$ cat src/rtl/nfc_pkg.sv
// nfc_pkg: request word layout, FSM states and packing helper for the NFC dispatcher
package nfc_pkg;
    localparam int REQ_W   = 264;
    localparam int LEN_LSB = 0;
    localparam int LEN_W   = 24;
    localparam int LBA_LSB = 24;
    localparam int LBA_W   = 48;
    localparam int OPC_LSB = 72;
    localparam int OPC_W   = 16;

    typedef enum logic [1:0] {IDLE, SEL, PUSH} state_t;

    function automatic logic [REQ_W-1:0] pack_req(input logic [OPC_W-1:0] opc,
                                                  input logic [LBA_W-1:0] lba,
                                                  input logic [LEN_W-1:0] len);
        logic [REQ_W-1:0] r;
        r = '0;
        r[OPC_LSB +: OPC_W] = opc;
        r[LBA_LSB +: LBA_W] = lba;
        r[LEN_LSB +: LEN_W] = len;
        return r;
    endfunction
endpackage

$ cat src/rtl/nfc_outst_cnt.sv
// nfc_outst_cnt: per-channel outstanding counter, saturating at MAX, sticky underflow flag
module nfc_outst_cnt #(
    parameter int MAX = 4
) (
    input  logic       clk,
    input  logic       rst,
    input  logic       inc,
    input  logic       dec,
    output logic [3:0] cnt,
    output logic       err
);
    always_ff @(posedge clk or posedge rst) begin
        if (rst) begin
            cnt <= '0;
            err <= 1'b0;
        end else begin
            cnt <= cnt + 4'(inc && cnt != 4'(MAX)) - 4'(dec && cnt != 4'd0);
            err <= err | (dec && cnt == 4'd0);
        end
    end
endmodule

$ cat src/rtl/nfc_req_dispatch.sv
// nfc_req_dispatch: routes host commands to NAND channels with per-channel outstanding limits
module nfc_req_dispatch import nfc_pkg::*; #(
    parameter int    CH_NUM    = 4,
    parameter string MODE      = "ADDR",
    parameter int    CH_LSB    = 16,
    parameter int    MAX_OUTST = 4
) (
    input  logic                    clk,
    input  logic                    rst,
    input  logic                    i_valid,
    output logic                    o_ready,
    input  logic [15:0]             i_opc,
    input  logic [47:0]             i_lba,
    input  logic [23:0]             i_len,
    output logic [CH_NUM-1:0]       o_req_valid,
    input  logic [CH_NUM-1:0]       i_req_ready,
    output logic [CH_NUM*REQ_W-1:0] o_req_data,
    input  logic [CH_NUM-1:0]       i_cmd_done,
    output logic                    o_done,
    output logic [7:0]              o_outst_total,
    output logic                    o_err
);
    localparam int CW = CH_NUM > 1 ? $clog2(CH_NUM) : 1;

    state_t            st;
    logic [REQ_W-1:0]  req_q;
    logic [CW-1:0]     rr_ptr, ch_q, ch_sel;
    logic [CH_NUM-1:0] inc, err_v;
    logic [3:0]        cnt [CH_NUM];
    logic [7:0]        sum;
    logic              hs, nz_q, pend_q, arm;

    // the latched request word doubles as the LBA source for channel selection
    assign ch_sel = MODE == "RR" ? rr_ptr : CW'(req_q[LBA_LSB+CH_LSB +: CW] % CH_NUM);
    assign hs     = st == PUSH && i_req_ready[ch_q];
    assign inc    = hs ? CH_NUM'(1) << ch_q : '0;
    assign o_err  = |err_v;

    always_comb begin
        sum = '0;
        for (int i = 0; i < CH_NUM; i++) sum = sum + 8'(cnt[i]);
    end

    for (genvar k = 0; k < CH_NUM; k++) begin : g_ch
        nfc_outst_cnt #(.MAX(MAX_OUTST)) u_cnt (
            .clk (clk),
            .rst (rst),
            .inc (inc[k]),
            .dec (i_cmd_done[k]),
            .cnt (cnt[k]),
            .err (err_v[k])
        );
        assign o_req_data[k*REQ_W +: REQ_W] = o_req_valid[k] ? req_q : '0;
    end

    always_ff @(posedge clk or posedge rst) begin
        if (rst) begin
            st          <= IDLE;
            o_ready     <= 1'b0;
            req_q       <= '0;
            rr_ptr      <= '0;
            ch_q        <= '0;
            o_req_valid <= '0;
        end else begin
            case (st)
                IDLE: begin
                    o_ready <= 1'b1;
                    if (i_valid && o_ready) begin
                        req_q   <= pack_req(i_opc, i_lba, i_len);
                        o_ready <= 1'b0;
                        st      <= SEL;
                    end
                end
                SEL: if (cnt[ch_sel] < 4'(MAX_OUTST)) begin
                    ch_q        <= ch_sel;
                    o_req_valid <= CH_NUM'(1) << ch_sel;
                    st          <= PUSH;
                end
                PUSH: if (hs) begin
                    o_req_valid <= '0;
                    o_ready     <= 1'b1;
                    rr_ptr      <= rr_ptr == CW'(CH_NUM-1) ? '0 : rr_ptr + 1'b1;
                    st          <= IDLE;
                end
                default: st <= IDLE;
            endcase
        end
    end

    // a drain seen outside IDLE is remembered until the FSM gets back to IDLE
    assign arm = (nz_q || pend_q) && o_outst_total == 8'd0;

    always_ff @(posedge clk or posedge rst) begin
        if (rst) begin
            o_outst_total <= '0;
            nz_q          <= 1'b0;
            pend_q        <= 1'b0;
            o_done        <= 1'b0;
        end else begin
            o_outst_total <= sum;
            nz_q          <= o_outst_total != 8'd0;
            pend_q        <= arm && st != IDLE;
            o_done        <= arm && st == IDLE;
        end
    end
endmodule

$ cat config.mk
export PLATFORM = sky130hd
export DESIGN_NAME = nfc_req_dispatch
export DESIGN_NICKNAME = d
export VERILOG_FILES = /design/src/rtl/nfc_pkg.sv /design/src/rtl/nfc_outst_cnt.sv /design/src/rtl/nfc_req_dispatch.sv
export SDC_FILE = /design/constraint.sdc
export NUM_CORES = 1
export LEC_CHECK = 0
export ABC_CLOCK_PERIOD_IN_PS = 3900
export CAP_MARGIN = 25
export CORE_AREA = 2 2 451 453
export CTS_BUF_LIST = sky130_fd_sc_hd__clkbuf_4 sky130_fd_sc_hd__clkbuf_8
export DETAILED_ROUTE_END_ITERATION = 6
export DIE_AREA = 0 0 453 455
export HOLD_SLACK_MARGIN = 0.03
export SYNTH_ARGS = -nofsm -noshare
export SYNTH_HDL_FRONTEND = slang
export SYNTH_HIERARCHICAL = 1
export SYNTH_SLANG_ARGS = --single-unit
$ cat constraint.sdc
create_clock -name clk -period 3.9 [get_ports clk]
set_clock_uncertainty 0.05 [all_clocks]
set_input_delay 0.975 -clock clk [delete_from_list [all_inputs] [get_ports clk]]
set_output_delay 0.975 -clock clk [all_outputs]
set_load 0.02 [all_outputs]
==> summary.txt, run 1 <==
Run
  • Max_cap viols: 0

Global routing
  • Global Route Usage Sum: between 6 and 7%
  • Antenna violations before repair: 42
  • Largest net degree at the start of global routing: 76
  • Wire length of the first global-routing pass: approximately 79 mm
  • Overflow after GRT: 0
  • Vias in the first global route: between 7000 and 8000

CTS
  • Post-CTS Setup Inserts: 0
  • Clock sinks: between 100 and 150
  • Worst-path clk slew: 0.10 ns
  • Root buf cell: clkbuf_8
  • CTS H-tree lvls: 4
  • Worst-skew pair later-pin latency: ~0.60 ns
  • Cells resized by post-CTS repair: 0
  • Cts bufs inserted: 17
  • Clock Path Buffers: 2
  • CTS tree: done
  • CTS Hold Bufs: 0

Placement
  • RePlAce Congestion: between 0.7 and 0.8
  • Port Buffer Count: roughly 460
  • Detailed Place HPWL: roughly 56 mm
  • Worst slack at placement: about 0.83 ns

Detailed routing
  • Via count: approximately 9200
  • DRC viols: 0
  • Iter 0 DRT Violations: 385
  • Wire length per cell: 14.3 um
  • Final ANT Viol Nets: 0
  • Drt first pass iters: 5
  • Vias per inst: a little under 2
  • WL final: 66.5 mm

Die
  • Initial Util: approximately 6.8%
  • Num rows: 165
  • Die area: 0.206 mm^2
  • Die height: around 460 um
  • Die X: between 400 and 500 um
  • Core area: slightly above 0.2 mm^2
  • # IOs: 1170

Power and ir drop
  • Clk network pwr share: about a tenth
  • Combinational power share: 62.6%
  • Leakage: a little over 8 nW
  • Peak supply drop: ~0.00026 V
  • Sw frac: between 50% and 60%
  • Reg power frac: between 20% and 30%
  • Pint: about 0.007 W
  • NetSw: about 0.0076 W
  • P per Cell Area: between 700 and 800 mW/mm^2

Setup path
  • CP cell instances: buf_12 -> and2_1 -> clkdlybuf4s50_1
  • Critical Path RT: ~2.9 ns
  • Element type at the critical path end: primary output
  • Slowest stage delay, CP: 0.82 ns
  • Critical Path Start Type: flip-flop
  • Critical Path Slowest Stage Cell: dfrtp_4
  • WP buf/inv: 2
  • Critical path class: flip-flop to primary output
  • CP Max Fanout: 49
  • CP arrival: 2.53 ns
  • Top delay family on crit path: buffers and inverters

Final layout
  • Share of cells above drive strength 1: approximately 8.8%
  • Final #Nets: 2081
  • Register Area: approximately 0.0032 mm^2
  • Area growth syn-to-layout: 41.7%
  • Multi-input gate area: between 0.007 and 0.008 mm^2
  • Fill cells: around 23000

Status
  • Status: complete, no violations

Synth
  • Cell variety after synth: 38
  • Mean Syn Cell Area: a little over 9 um^2
  • Yosys Warn Count: 6
  • Main flop type after synthesis: dfrtp_1
  • Area contributors post-synth: buf_4, dfrtp_1, and2_1
  • Synthesized flop and latch total: around 130
  • Syn Inst Count: between 1000 and 1500
  • Yosys top cell area share: ~39%
  • Post-synth top area cell: buf_4
  • Netlist Area Pre-Place: 0.0137 mm^2
  • Sequential-to-total area share from yosys stat: 23.1%
  • Post-synth EDFFs: 0
  • Ys async rst share: between 90% and 100%

Timing
  • Final period util: about nine tenths
  • Slew margin rel.: a little under two fifths
  • Post-layout min period: between 3 and 4 ns
  • Setup TNS: 0 ns
  • Setup Viol. Count Final: 0
  • Endpoints failing hold: 0
  • Setup ws final: approximately 0.34 ns
  • RSZ-0062 raised after global routing: no
  • Fmax achieved: 281 MHz
  • Slew Limit Fails: 0
  • Worst Max-Slew Pin Slew: around 0.95 ns

Min path
  • Worst hold path class: flip-flop to flip-flop
==> per-layer routing <==
metal  vias to the layer above  wire length [um]  share of wire [%]  track usage [%]
met5                         -                 0                  0                0
met4                         0               904                1.4             1.57
met3                        45              4580                6.9             1.42
met2                       590             36500                 55             11.2
met1                      4467             24500                 37             6.89
li1                       4108                 -                  -                -
==> cell usage in the layout, fill, tap and decap left out, types with 2 or more instances in the layout <==
cell             count
inv_8                4
mux2_1               2
clkbuf_8            17
bufinv_16            3
inv_1               37
nand2b_1             3
conb_1             706
inv_6                6
fa_1                12
dfrtp_1            122
buf_4               25
nand2_1             18
nor2_1              12
ha_1                29
mux4_2               2
dfrtp_4              4
a21o_1               7
buf_12               8
and2_1             352
clkdlybuf4s50_1    451
a31o_2               4
xor2_1               9
clkinv_4             2
mux2_4              88
mux2i_1              4
a21boi_0             4
nor3_1               2
diode_2             18
a21oi_2              4
==> through the flow <==
step	power, W	hold slack (ns)	util [%]	std cells	cell area, um^2
4_1_cts	0.0151	0.423	9.61	4625	19300
2_1_floorplan	0.00865	0.383	-	2192	16300
3_5_place_dp	0.0135	0.402	9.39	4594	18900
3_3_place_gp	0.0134	0.391	9.39	4594	18900
6_report	0.0145	0.420	9.63	4643	19400
5_1_grt	0.0156	0.441	9.61	4626	19300
==> worst reg2reg max path, stage by stage (launching register included) <==
cell     delay, ns
dfrtp_1       0.44
fa_1          0.59
fa_1          0.43
ha_1          0.24
fa_1          0.40
a21o_1        0.19
a21o_1        0.17
==> registers in the layout, indices dropped and copies added (netlist names) <==
signal and count:
o_req_valid 4, o_outst_total 6, o_done 1, o_ready 1
req_q 88, st 2, g_ch.u_cnt/cnt 16, ch_q 2
g_ch.u_cnt/err 4, pend_q 1, nz_q 1
==> cell usage after synthesis (9+ instances only) <==
| cell | n |
|---|---|
| ha_1 | 29 |
| clkbuf_1 | 38 |
| buf_12 | 10 |
| buf_4 | 706 |
| dfrtp_1 | 126 |
| and2_1 | 352 |
| fa_1 | 12 |
| nand2_1 | 18 |
| xor2_1 | 9 |
| mux2_4 | 88 |
| inv_1 | 38 |
| nor2_1 | 12 |
==> worst paths after layout <==
| path | from | end | slack [ns] | depth (start not counted) |
|---|---|---|---|---|
| hold / removal | g_ch[2].u_cnt/err | g_ch[2].u_cnt/err | 0.42 | 1 |
| max in group asynchronous | rst | req_q[50] | 2.19 | 3 |
| setup reg to reg | g_ch[3].u_cnt/cnt[1] | o_outst_total[5] | 1.29 | 6 |
| hold reg to reg | g_ch[2].u_cnt/err | g_ch[2].u_cnt/err | 0.42 | 1 |
| min in group asynchronous | rst | g_ch[0].u_cnt/cnt[1] | 0.80 | 2 |
| setup / recovery | o_req_valid[2] | o_req_data[603] | 0.34 | 3 |
==> power groups by stage <==
stage	Clock (W)	Combinational [W]	Sequential, W
floorplan	0	0.00608	0.00257
global placement	0	0.00920	0.00418
detailed placement	0	0.00933	0.00420
CTS	0.00156	0.00936	0.00417
global route	0.00158	0.00984	0.00422
finish	0.00142	0.00908	0.00400
==> final cells by class <==
type / instances / share of cell area (%)
repair buffers: 484 / 25.1
clock buffers: 17 / 1.21
diodes: 18 / 0.232
inverters: 38 / 0.762
clock inverters: 14 / 1.01
multi-input cells: 1274 / 38.1
flip-flops and latches: 126 / 16.3
well taps: 2672 / 17.2
==> cell families after synthesis <==
logic type	share of synthesized area [%]
AOI/OAI and AO/OA	1.34
xor gates and xnor gates	0.640
adders and majority gates	4.41
buffers and inverters	42.3
DFF	23.1
muxes	10.4
other	0.0274
and+or+nand+nor	17.8
No activity file was read; power rests on OpenSTA's default activity.
==> run 2, diff against run 1 <==
--- a/config.mk
+++ b/config.mk
@@ -5,13 +5,15 @@
 export SDC_FILE = /design/constraint.sdc
 export NUM_CORES = 1
 export LEC_CHECK = 0
+export ABC_AREA = 1
 export ABC_CLOCK_PERIOD_IN_PS = 3900
 export CAP_MARGIN = 25
-export CORE_AREA = 2 2 451 453
+export CORE_AREA = 2 2 450 452
 export CTS_BUF_LIST = sky130_fd_sc_hd__clkbuf_4 sky130_fd_sc_hd__clkbuf_8
 export DETAILED_ROUTE_END_ITERATION = 6
-export DIE_AREA = 0 0 453 455
+export DIE_AREA = 0 0 452 454
 export HOLD_SLACK_MARGIN = 0.03
+export SLEW_MARGIN = 5
 export SYNTH_ARGS = -nofsm -noshare
 export SYNTH_HDL_FRONTEND = slang
 export SYNTH_HIERARCHICAL = 1
==> run 2 against run 1 <==
Wire length up 2.7%. Final cell count is 9.1% higher. First-iteration DRC count is 45% higher. Critical path depth increased by 1. Synthesized area is 2.9% higher. Worst hold slack better by 0.015 ns. Critical path type unchanged. Critical endpoint is now o_req_data[41].
==> summary.txt, run 2 <==
Status
  • Status: complete, no violations

Final layout
  • Most frequent cells in the layout: conb_1, clkdlybuf4s50_1, inv_1
  • Commonest non-fill, non-tap cell in the layout: conb_1
  • Area growth syn-to-layout: 42.1%
  • Fin area: 0.0200 mm^2 (+3.2%)
  • Share of cells above drive strength 1: 7.30% (-1.5 points)
  • Top reg by flops: req_q
  • Final #Nets: 2512 (+21%)
  • Fill cells: 23500 (+0.74%)
  • Largest registers: req_q: 88 flops, g_ch.u_cnt/cnt: 16 flops, o_outst_total: 6 flops
  • Max reg flops: 88 (unchanged)

Synth
  • Most frequent cell after synthesis: buf_4
  • Post-synth top area cell: buf_4
  • Top post-synthesis cells by count: buf_4, inv_1, nand2_1
  • Main flop type after synthesis: dfrtp_1
  • Synthesized flop and latch total: 126 (unchanged)
  • Mean Syn Cell Area: 7.39 um^2 (-20%)
  • Syn Inst Count: 1905 (+28%)
  • Yosys Warn Count: 6 (unchanged)
  • Area contributors post-synth: buf_4, dfrtp_1, inv_1
  • Cell variety after synth: 29 (-24%)
  • Ys async rst share: 100% (unchanged)
  • Sequential-to-total area share from yosys stat: 22.4% (-0.65 points)
  • Post-synth EDFFs: 0 (unchanged)
  • Netlist Area Pre-Place: 0.0141 mm^2 (+2.9%)
  • Yosys top cell area share: 37.7% (-1.1 points)

Timing
  • Worst Max-Slew Pin Slew: 0.852 ns (-0.0934 ns)
  • Endpoints failing hold: 0 (unchanged)
  • Slew margin rel.: 43.2% (+6.2 points)
  • RSZ-0062 raised after global routing: no
  • Hold_ws: 0.435 ns (+0.0147 ns)
  • Setup Viol. Count Final: 0 (unchanged)
  • Final period util: 89.1% (-2.1 points)
  • Setup ws final: 0.426 ns (+0.0816 ns)
  • Setup TNS: 0 ns (unchanged)
  • Fmax achieved: 288 MHz (+2.3%)
  • Post-layout min period: 3.47 ns (-0.0816 ns)
  • Slew Limit Fails: 0 (unchanged)

Global routing
  • Overflow after GRT: 0 (unchanged)
  • Vias in the first global route: 8624 (+14%)
  • Global Route Usage Sum: 6.30% (+0.24 points)
  • Antenna violations before repair: 16 (-62%)
  • Wire length of the first global-routing pass: 82.9 mm (+5.5%)
  • Largest net degree at the start of global routing: 58 (-24%)

Die
  • Core area: 0.201 mm^2 (-0.21%)
  • Initial Util: 7.01% (+0.21 points)
  • Num rows: 165 (unchanged)
  • Die X: 452 um (-0.22%)
  • Die area: 0.205 mm^2 (-0.44%)
  • Die height: 454 um (-0.22%)
  • # IOs: 1170 (unchanged)

Setup path
  • Critical Path Slowest Stage Cell: dfrtp_4
  • Critical Path Start Type: flip-flop
  • CP arrival: 2.45 ns (-0.08 ns)
  • Critical path class: flip-flop to primary output
  • Element type at the critical path end: primary output
  • CP Max Fanout: 27 (-45%)
  • CP cell instances: buf_4 -> nand2_1 -> inv_1 -> clkdlybuf4s50_1
  • Critical Path RT: 2.87 ns (about the same)
  • Slowest stage delay, CP: 0.63 ns (-0.19 ns)

Power and ir drop
  • Leakage: 11.2 nW (+35%)
  • NetSw: 0.00842 W (+10%)
  • Pint: 0.00664 W (-3.3%)
  • Clk network pwr share: 9.2% (-0.6 points)
  • Sw frac: 55.9% (+3.2 points)
  • Combinational power share: 64.2% (+1.6 points)
  • P per Cell Area: 754 mW/mm^2 (+0.69%)
  • Reg power frac: 26.6% (-1.0 points)
  • Peak supply drop: 0.000319 V (+25%)

CTS
  • Cells resized by post-CTS repair: 0 (unchanged)
  • CTS H-tree lvls: 4 (unchanged)
  • Worst-skew pair later-pin latency: 0.56 ns (-0.04 ns)
  • Clock Path Buffers: 2 (unchanged)
  • CTS tree: done
  • Root buf cell: clkbuf_8
  • CTS Hold Bufs: 0 (unchanged)
  • Clock sinks: 126 (unchanged)
  • Cts bufs inserted: 17 (unchanged)
  • Worst-path clk slew: 0.08 ns (-0.02 ns)
  • Post-CTS Setup Inserts: 0 (unchanged)

Detailed routing
  • WL final: 68.3 mm (+2.7%)
  • Via count: 10600 (+15%)
  • Wire length per cell: 13.5 um (-5.9%)
  • DRC viols: 0 (unchanged)
  • Drt first pass iters: 5 (unchanged)
  • Final ANT Viol Nets: 0 (unchanged)
  • Iter 0 DRT Violations: 559 (+45%)
  • Vias per inst: 2.10 (+5.7%)

Min path
  • Worst hold path class: flip-flop to flip-flop

Placement
  • RePlAce Congestion: 0.770 (+6.1%)
  • Area after DPL: 0.0195 mm^2 (+3.4%)
  • Port Buffer Count: 463 (unchanged)
  • Worst slack at placement: 0.355 ns (-0.475 ns)
  • Detailed Place HPWL: 60.1 mm (+6.9%)

Run
  • Max_cap viols: 0 (unchanged)
-- run 2: area by class of cell --
type                       instances  area (um^2)  share of cell area (%)
timing repair buffer             499         5010                    25.1
clock buffer                      19          262                    1.31
antenna                           10         25.0                   0.125
clock inverter                    13          164                   0.820
sequential                       126         3170                    15.8
inverter                         414         1560                    7.80
tap                             2672         3340                    16.7
multi-input combinational       1314         6460                    32.3
-- run 2: power groups by stage --
stage	sequential (W)	combinational [W]	clock, W
2_1_floorplan	0.00266	0.00611	0
3_3_place_gp	0.00425	0.00981	0
3_5_place_dp	0.00420	0.00997	0
4_1_cts	0.00417	0.0100	0.00151
5_1_grt	0.00421	0.0107	0.00152
6_report	0.00401	0.00967	0.00139
-- run 2: kinds of logic after synthesis --
| family | share of synthesized area, % |
|---|---|
| fa+ha+maj | 4.29 |
| compound gates | 0.693 |
| simple gates | 12.8 |
| buf+inv | 50.6 |
| mux | 8.86 |
| xor+xnor | 0.373 |
| flops | 22.4 |
| other cells | 0.0266 |
-- run 2: metal layers --
layer  GRT usage, %  routed length [um]
met3           1.88                5970
met5              0                   0
met2           10.6               33800
met4           1.83                1420
met1           7.70               27100
-- run 2: worst paths after layout --
check	startpoint	endpoint	slack, ns	cells past startpoint
worst min register to register	g_ch[3].u_cnt/err	g_ch[3].u_cnt/err	0.43	1
worst min-delay path	g_ch[3].u_cnt/err	g_ch[3].u_cnt/err	0.43	1
worst max-delay path	o_req_valid[0]	o_req_data[41]	0.43	4
min in group asynchronous	rst	g_ch[3].u_cnt/cnt[0]	0.84	2
worst max register to register	ch_q[0]	g_ch[2].u_cnt/cnt[2]	1.25	13
max in group asynchronous	rst	req_q[63]	2.12	3
-- run 2: per-stage QoR --
step / total power, W / util (%) / instances
CTS: 0.0157 / 9.94 / 5057
floorplan: 0.00877 / - / 2610
global placement: 0.0141 / 9.70 / 5023
detailed placement: 0.0142 / 9.73 / 5025
global route: 0.0164 / 9.94 / 5059
finish: 0.0151 / 9.95 / 5067
-- run 2: critical path: cells and delay by family (launching register included) --
kind          cells  cell delay [ns]
flops             1             0.63
buf+inv           3             1.10
simple gates      1             0.12
==> run 3, diff against run 2 <==
--- a/config.mk
+++ b/config.mk
@@ -10,10 +10,11 @@
 export CAP_MARGIN = 25
 export CORE_AREA = 2 2 450 452
 export CTS_BUF_LIST = sky130_fd_sc_hd__clkbuf_4 sky130_fd_sc_hd__clkbuf_8
+export CTS_CLUSTER_DIAMETER = 150
 export DETAILED_ROUTE_END_ITERATION = 6
 export DIE_AREA = 0 0 452 454
 export HOLD_SLACK_MARGIN = 0.03
-export SLEW_MARGIN = 5
+export SLEW_MARGIN = 20
 export SYNTH_ARGS = -nofsm -noshare
 export SYNTH_HDL_FRONTEND = slang
 export SYNTH_HIERARCHICAL = 1
==> run 3 against run 2 <==
Total power fell by 0.67%. Die area did not move. Count of clock-buffer cells in the layout fell by 1. Fmax rose by 0.31%. Critical path depth did not move. Final cell count fell by 0.22%. Sequential cell count did not move. Setup slack improved by 0.011 ns. Sequential share of layout area rose by 0.079 points. First-iteration DRC count rose by 1.1%. Wire length rose by 0.28%. Largest cell class unchanged.
==> summary.txt, run 3 (synthesis gave the netlist of run 2 again) <==
Setup path
  • CP Max Fanout: 27 (unchanged)
  • Critical path class: flip-flop to primary output
  • Element type at the critical path end: primary output
  • Critical Path Start Type: flip-flop
  • Critical Path RT: 2.87 ns (about the same)
  • CP arrival: 2.44 ns (about the same)

CTS
  • Worst-skew pair later-pin latency: 0.57 ns (about the same)
  • Cells resized by post-CTS repair: 0 (unchanged)
  • Post-CTS Setup Inserts: 0 (unchanged)
  • Clock sinks: 126 (unchanged)
  • Root buf cell: clkbuf_8
  • CTS H-tree lvls: 4 (unchanged)
  • Worst-path clk slew: 0.09 ns (about the same)
  • Clock Path Buffers: 2 (unchanged)
  • CTS Hold Bufs: 0 (unchanged)
  • CTS tree: done
  • Cts bufs inserted: 17 (unchanged)

Run
  • Max_cap viols: 0 (unchanged)

Power and ir drop
  • Leakage: 11.1 nW (-0.33%)
  • Peak supply drop: 0.000328 V (+2.9%)
  • P per Cell Area: 752 mW/mm^2 (-0.25%)
  • Combinational power share: 63.9% (-0.3 points)
  • Pint: 0.00657 W (-1.1%)
  • Reg power frac: 26.8% (+0.2 points)
  • Clk network pwr share: 9.3% (about the same)
  • Sw frac: 56.1% (+0.20 points)
  • NetSw: 0.00840 W (-0.31%)
  • Final Total Pwr: 0.0150 W (-0.67%)

Placement
  • Port Buffer Count: 463 (unchanged)
  • Detailed Place HPWL: 59.7 mm (-0.80%)
  • RePlAce Congestion: 0.770 (unchanged)

Final layout
  • Area growth syn-to-layout: 41.5%
  • Commonest non-fill, non-tap cell in the layout: conb_1
  • Max reg flops: 88 (unchanged)
  • Largest registers: req_q: 88 flops, g_ch.u_cnt/cnt: 16 flops, o_outst_total: 6 flops
  • Final #Nets: 2510 (-0.080%)
  • Top reg by flops: req_q
  • Share of cells above drive strength 1: 7.30% (about the same)
  • Utilization after layout: 9.91% (-0.042 points)
  • Most frequent cells in the layout: conb_1, clkdlybuf4s50_1, inv_1

Min path
  • Worst hold path class: flip-flop to flip-flop

Die
  • Num rows: 165 (unchanged)
  • Die height: 454 um (unchanged)
  • Die area: 0.205 mm^2 (unchanged)
  • Die X: 452 um (unchanged)
  • Initial Util: 7.01% (unchanged)
  • Core area: 0.201 mm^2 (unchanged)
  • # IOs: 1170 (unchanged)

Detailed routing
  • WL final: 68.5 mm (+0.28%)
  • Via count: 10600 (-0.48%)
  • Final ANT Viol Nets: 0 (unchanged)
  • Vias per inst: 2.09 (-0.26%)
  • Drt first pass iters: 5 (unchanged)
  • Wire length per cell: 13.5 um (+0.50%)
  • DRC viols: 0 (unchanged)
  • Iter 0 DRT Violations: 565 (+1.1%)

Timing
  • Setup TNS: 0 ns (unchanged)
  • Endpoints failing hold: 0 (unchanged)
  • Fmax achieved: 289 MHz (+0.31%)
  • Final period util: 88.8% (-0.27 points)
  • Post-layout min period: 3.46 ns (-0.0106 ns)
  • Slew Limit Fails: 0 (unchanged)
  • Worst Max-Slew Pin Slew: 0.856 ns (+0.00373 ns)
  • Setup Viol. Count Final: 0 (unchanged)
  • Slew margin rel.: 42.9% (-0.25 points)
  • RSZ-0062 raised after global routing: no

Status
  • Status: complete, no violations

Global routing
  • Overflow after GRT: 0 (unchanged)
  • Vias in the first global route: 8609 (-0.17%)
  • Largest net degree at the start of global routing: 58 (unchanged)
  • Wire length of the first global-routing pass: 83.5 mm (+0.67%)
  • Global Route Usage Sum: 6.32% (+0.016 points)
  • Antenna violations before repair: 19 (+3)
-- run 3: layout make-up --
cell class	instances	area (um^2)
clock buffer	18	248
clock inverter	14	169
sequential	126	3170
inverter	414	1560
tap	2672	3340
timing repair buffer	497	4960
antenna	1	2.50
fill	23500	181000
multi-input combinational	1314	6460
-- run 3: routing by layer --
metal / global-route usage, % / vias up / share of wire (%) / routed length [um]
li1: - / 4981 / - / -
met3: 1.78 / 40 / 8.1 / 5520
met1: 7.80 / 4968 / 40 / 27600
met4: 1.63 / 0 / 1.6 / 1110
met2: 10.7 / 585 / 50 / 34200
met5: 0 / - / 0 / 0
-- run 3: final timing paths --
check	from	end	slack, ns	depth (start not counted)
worst max-delay path	o_req_valid[0]	o_req_data[41]	0.44	4
worst min-delay path	g_ch[3].u_cnt/err	g_ch[3].u_cnt/err	0.43	1
worst max register to register	ch_q[0]	g_ch[2].u_cnt/cnt[2]	1.24	13
worst min register to register	g_ch[3].u_cnt/err	g_ch[3].u_cnt/err	0.43	1
max in group asynchronous	rst	req_q[65]	2.14	3
min in group asynchronous	rst	g_ch[3].u_cnt/cnt[2]	0.84	2
-- run 3: power by group through the flow --
stage	combinational, W	sequential [W]	clock [W]
2_1_floorplan	0.00611	0.00266	0
3_3_place_gp	0.00981	0.00425	0
3_5_place_dp	0.00985	0.00425	0
4_1_cts	0.00988	0.00422	0.00149
5_1_grt	0.0106	0.00425	0.00150
6_report	0.00956	0.00402	0.00139
-- run 3: through the flow --
stage	instances	setup WS, ns	instance area [um^2]	hold WS (ns)
after floorplan	2610	0.0861	16700	0.384
after global placement	5023	0.323	19500	0.403
after detailed placement	5023	0.367	19500	0.409
after CTS	5055	0.173	19900	0.432
after global routing	5055	0.242	19900	0.462
final	5056	0.437	19900	0.429
-- run 3: worst max-delay path, cell delays in order (launching register included) --
cell             delay [ns]
dfrtp_4                0.63
buf_4                  0.43
nand2_1                0.11
inv_1                  0.07
clkdlybuf4s50_1        0.60
